===== src/rtl/piso_serializer.sv =====
// Parallel-in/serial-out serializer with valid/ready load, selectable bit order and frame markers.
// Define PISO_PARITY_EN to append an even-parity bit to every frame.
module piso_serializer #(
    parameter int   WIDTH      = 8,
    parameter bit   MSB_FIRST  = 1'b1,
    parameter logic IDLE_LEVEL = 1'b0
) (
    input  logic             clk,
    input  logic             reset,
    input  logic             pi_valid,
    input  logic [WIDTH-1:0] pi,
    output logic             pi_ready,
    output logic             so,
    output logic             so_valid,
    output logic             frame_start,
    output logic             done
);

    localparam int             CW       = $clog2(WIDTH + 1);
    localparam logic [CW-1:0]  CNT_LOAD = CW'(WIDTH);
    localparam logic [CW-1:0]  CNT_ONE  = CW'(1);
`ifndef PISO_PARITY_EN
    localparam logic [CW-1:0]  CNT_TWO  = CW'(2);
`endif

    typedef enum logic [1:0] {
        IDLE   = 2'd0,
`ifdef PISO_PARITY_EN
        PARITY = 2'd2,
`endif
        SHIFT  = 2'd1
    } state_t;

    state_t           r_state;
    logic [CW-1:0]    r_cnt;
    logic [WIDTH-1:0] r_shift;
    logic             r_so;
    logic             r_soValid;
    logic             r_frameStart;
    logic             r_done;
`ifdef PISO_PARITY_EN
    logic             r_parity;
`endif

    logic             w_lastCycle;
    logic             w_ready;
    logic             w_accept;
    logic             w_firstBit;
    logic             w_nextBit;
    logic [WIDTH-1:0] w_shifted;

    // The word's current bit always sits at the outgoing end of r_shift, so the next bit is one place in.
    assign w_firstBit = MSB_FIRST ? pi[WIDTH-1] : pi[0];
    assign w_nextBit  = MSB_FIRST ? r_shift[WIDTH-2] : r_shift[1];
    assign w_shifted  = MSB_FIRST ? {r_shift[WIDTH-2:0], 1'b0} : {1'b0, r_shift[WIDTH-1:1]};

`ifdef PISO_PARITY_EN
    assign w_lastCycle = (r_state == PARITY);
`else
    assign w_lastCycle = (r_state == SHIFT) && (r_cnt == CNT_ONE);
`endif

    assign w_ready  = reset && ((r_state == IDLE) || w_lastCycle);
    assign w_accept = pi_valid && w_ready;

    // A load in the final-bit cycle wins over the decrement, which is what makes frames gapless.
    always_ff @(posedge clk) begin
        if (!reset) begin
            r_state      <= IDLE;
            r_cnt        <= '0;
            r_shift      <= '0;
            r_so         <= IDLE_LEVEL;
            r_soValid    <= 1'b0;
            r_frameStart <= 1'b0;
            r_done       <= 1'b0;
`ifdef PISO_PARITY_EN
            r_parity     <= 1'b0;
`endif
        end else begin
            r_frameStart <= 1'b0;
            r_done       <= 1'b0;
            if (w_accept) begin
                r_state      <= SHIFT;
                r_cnt        <= CNT_LOAD;
                r_shift      <= pi;
                r_so         <= w_firstBit;
                r_soValid    <= 1'b1;
                r_frameStart <= 1'b1;
`ifdef PISO_PARITY_EN
                r_parity     <= ^pi;
`endif
            end else begin
                case (r_state)
                    IDLE: begin
                        r_so      <= IDLE_LEVEL;
                        r_soValid <= 1'b0;
                    end
                    SHIFT: begin
                        if (r_cnt > CNT_ONE) begin
                            r_shift <= w_shifted;
                            r_cnt   <= r_cnt - CNT_ONE;
                            r_so    <= w_nextBit;
`ifndef PISO_PARITY_EN
                            r_done  <= (r_cnt == CNT_TWO);
`endif
                        end else begin
                            r_cnt   <= '0;
                            r_shift <= '0;
`ifdef PISO_PARITY_EN
                            r_state <= PARITY;
                            r_so    <= r_parity;
                            r_done  <= 1'b1;
`else
                            r_state   <= IDLE;
                            r_so      <= IDLE_LEVEL;
                            r_soValid <= 1'b0;
`endif
                        end
                    end
`ifdef PISO_PARITY_EN
                    PARITY: begin
                        r_state   <= IDLE;
                        r_so      <= IDLE_LEVEL;
                        r_soValid <= 1'b0;
                    end
`endif
                    default: begin
                        r_state   <= IDLE;
                        r_cnt     <= '0;
                        r_so      <= IDLE_LEVEL;
                        r_soValid <= 1'b0;
                    end
                endcase
            end
        end
    end

    assign pi_ready    = w_ready;
    assign so          = r_so;
    assign so_valid    = r_soValid;
    assign frame_start = r_frameStart;
    assign done        = r_done;

endmodule


===== config.mk =====
export PLATFORM = sky130hd
export DESIGN_NAME = piso_serializer
export DESIGN_NICKNAME = d
export VERILOG_FILES = /design/src/rtl/piso_serializer.sv
export SDC_FILE = /design/constraint.sdc
export NUM_CORES = 1
export LEC_CHECK = 0
export CAP_MARGIN = 0
export CORE_ASPECT_RATIO = 0.8
export CORE_MARGIN = 5
export CORE_UTILIZATION = 44
export CTS_CLUSTER_DIAMETER = 200
export DETAILED_ROUTE_END_ITERATION = 8
export GPL_TIMING_DRIVEN = 0
export PLACE_DENSITY = 0.71
export SYNTH_ARGS = -nofsm -noshare
export SYNTH_HDL_FRONTEND = slang
export SYNTH_SLANG_ARGS = --single-unit

===== constraint.sdc =====
create_clock -name clk -period 3.1 [get_ports clk]
set_clock_uncertainty 0.1 [all_clocks]
set_input_delay 0.93 -clock clk [delete_from_list [all_inputs] [get_ports clk]]
set_output_delay 0.93 -clock clk [all_outputs]
set_load 0.01 [all_outputs]

==> key figures <==
Layout
  – Design Area, Final: around 990 um^2
  – Most frequent cells in the layout: 15 x dfxtp_1, 13 x clkdlybuf4s50_1, 9 x nor2_1
  – N_diodes: 0
  – Filler instances: about 150
  – Layout cells sized above 1: a little over an eighth
  – Area Overhead vs Synth: 29.5%
  – Commonest non-fill, non-tap cell in the layout: dfxtp_1
  – Final nets: 111

Route
  – DRT Pass-1 Iters: 4
  – Via count: 640
  – Starting DRC count in detailed routing: 22
  – WL final: ~1600 um
  – Wire per inst: between 10 and 15 um
  – # DRC: 0
  – Via density per instance: about 5.4
  – Antenna viol nets, final: 0

Die
  – Die Area: 2690 um^2
  – Initial core utilization: between 40% and 50%
  – FP Rows: 13
  – Io pins: 16
  – Die Wd: 56.7 um
  – Die H: between 40 and 50 um
  – Core area: between 1500 and 2000 um^2

Worst setup path
  – Setup crit start kind: flop
  – Worst Setup End Kind: output port
  – CP Buf/Inv Count: 2
  – Max FO, Critical Path: 4
  – Slowest CP cell: or3b_4
  – CP arrival: approximately 1.7 ns
  – CP cell instances: inv_1, ha_2, or3b_4, nand2_1, and2_1, dlymetal6s2s_1
  – WS Path Type: reg2out
  – Cell family with most CP delay: simple AND/OR/NAND/NOR gates
  – CP max stage delay: between 0.3 and 0.4 ns
  – Stages on worst setup path: 6
  – Required @ worst endpoint: 2.07 ns
  – FF-to-FF path depth: 6

Global route
  – Vias in the first global route: between 500 and 600
  – GR met3 Demand/Resource: between 6 and 7%
  – Global-route wire length before repair: roughly 2500 um
  – Tot GR Track Use: between 10% and 20%
  – Initial antenna violation count: 0
  – Global-route layer with the greatest usage: met2
  – Largest net degree at the start of global routing: 11
  – Gr ovfl total: 0
  – Met2 global-route usage: 19.4%
  – Met1 usage: roughly 15%

Timing
  – Worst slew pin tran: 0.287 ns
  – Fmax: 372 MHz
  – Min cycle time layout: between 2 and 3 ns
  – Final Cycle Share: between 80% and 90%
  – Final setup viols: 0
  – Final Worst Setup Slack: between 0.4 and 0.5 ns
  – Max-slew headroom: 80.6%
  – Final Max Tran Viols: 0
  – WHS: around 0.36 ns
  – Fin. Hold Viols: 0
  – RSZ-0062 raised after global routing: no
  – Setup TNS: 0 ns

Yosys
  – Synth cell types: 28
  – Mean Syn Cell Area: 10.1 um^2
  – Seq cells post-synth: 16
  – Post-Syn Area: between 700 and 800 um^2
  – Syn_nets: 90
  – Synth Warn #: 0
  – Cells after synthesis: 76
  – Seq/Total Area, Yosys: between 40% and 50%

Clock tree
  – CTS Root Cell: clkbuf_4
  – CTS clk-pin slew, worst paths: around 0.090 ns
  – CTS tree: built
  – Post-cts hold buffer count: 0
  – Num CTS Buffers: 3
  – Clk buf depth: 2
  – H-tree Lvls: 1
  – Clock Latency Late Sink: 0.28 ns
  – Num Clock Sinks: 16

Placement
  – Setup slack after placement: -0.156 ns
  – Routability congestion estimate: around 0.75
  – IO buf count: 15
  – Dpl hpwl: between 1000 and 1500 um
  – Post-place instance area: 946 um^2

Run status
  – Outcome: finished clean

Flow run
  – Max-cap violations: 0

Min path
  – Worst hold path type: reg2reg
  – Worst hold stages: 1

Power and ir drop
  – Pleak: 0.430 nW
  – Total Power: around 450 uW
  – Power density over cell area: 456 nW/um^2
  – Max VDD drop: between 0.0003 and 0.0004 V
[metrics by stage]
stage / util (%) / std cells
after floorplan: - / 76
after global placement: 57.6 / 113
after detailed placement: 57.6 / 113
after CTS: 60.2 / 118
after global routing: 60.5 / 118
final: 60.5 / 118
[cell type report]
cell class / count / area [um^2] / area share [%]
Clock buffer: 4 / 36.3 / 3.65
Tap cell: 22 / 27.5 / 2.77
Multi-Input combinational cell: 54 / 418 / 42.0
Timing Repair Buffer: 16 / 159 / 16.0
Sequential cell: 16 / 322 / 32.3
Inverter: 3 / 11.3 / 1.13
Buffer: 3 / 21.3 / 2.14
[synthesized netlist by cell type (all sizes together)]
cell type  instances  area [um^2]
a21boi             3         22.5
a21o               2         15.0
a21oi              2         21.3
a221o              6         60.1
a22o               1         8.76
and2               2         12.5
and3               1         6.26
and4b              1         10.0
buf                3         21.3
dfxtp             16          320
ha                 3         37.5
inv                3         11.3
mux2               1         11.3
mux2i              7         70.1
nand2              5         18.8
nand2b             1         6.26
nor2              10         45.0
nor3               1         5.00
nor4b              1         8.76
o21ai              1         5.00
o22ai              1         6.26
o311a              1         10.0
o311ai             2         17.5
or2                1         6.26
or3b               1         11.3
[cells by family (layout without fill, tap and decap cells)]
family	after synthesis	in the layout	synth area share (%)
AND/OR/NAND/NOR	24	24	16.9
multiplexers	8	8	10.6
flip-flops	16	16	41.7
buffers and inverters	6	26	4.23
AO/OA/AOI/OAI	19	19	21.7
adder cells (fa/ha/maj)	3	3	4.89
[worst reg2reg max path, cell delays in order (launching register included)]
cell     delay [ns]
dfxtp_2        0.35
inv_1          0.09
ha_1           0.22
nor2_1         0.08
o311a_1        0.30
buf_6          0.15
a221o_1        0.34
[what timing repair did]
action | CTS | global route
setup endpoints to repair | 1 | 1
resized for setup | 2 | 2
setup buffers | 1 | 0
[power breakdown]
part | internal [mW] | switching, mW
sequential | 0.221 | 0.0118
clock | 0.0715 | 0.0628
combinational | 0.0468 | 0.0394
[worst paths after layout]
path / startpoint / endpoint / slack [ns]
worst max-delay path: r_cnt[1] / pi_ready / 0.42
worst min-delay path: so_valid / so_valid / 0.36
worst max register to register: r_cnt[0] / r_shift[4] / 1.36
worst min register to register: so_valid / so_valid / 0.36
[routing by layer]
layer | part of all wire [%] | up-vias
met1 | 48 | 299
met4 | 0 | 0
met3 | 7.0 | 0
met5 | 0 | -
li1 | - | 319
met2 | 44 | 22
[registers in the layout, indices dropped and copies added, names as in the netlist]
| name | cells |
|---|---|
| so_valid | 1 |
| r_shift | 7 |
| r_cnt | 4 |
| so | 1 |
| r_state | 1 |
| done | 1 |
| frame_start | 1 |
Note: power is estimated with default switching activity, not from simulation.
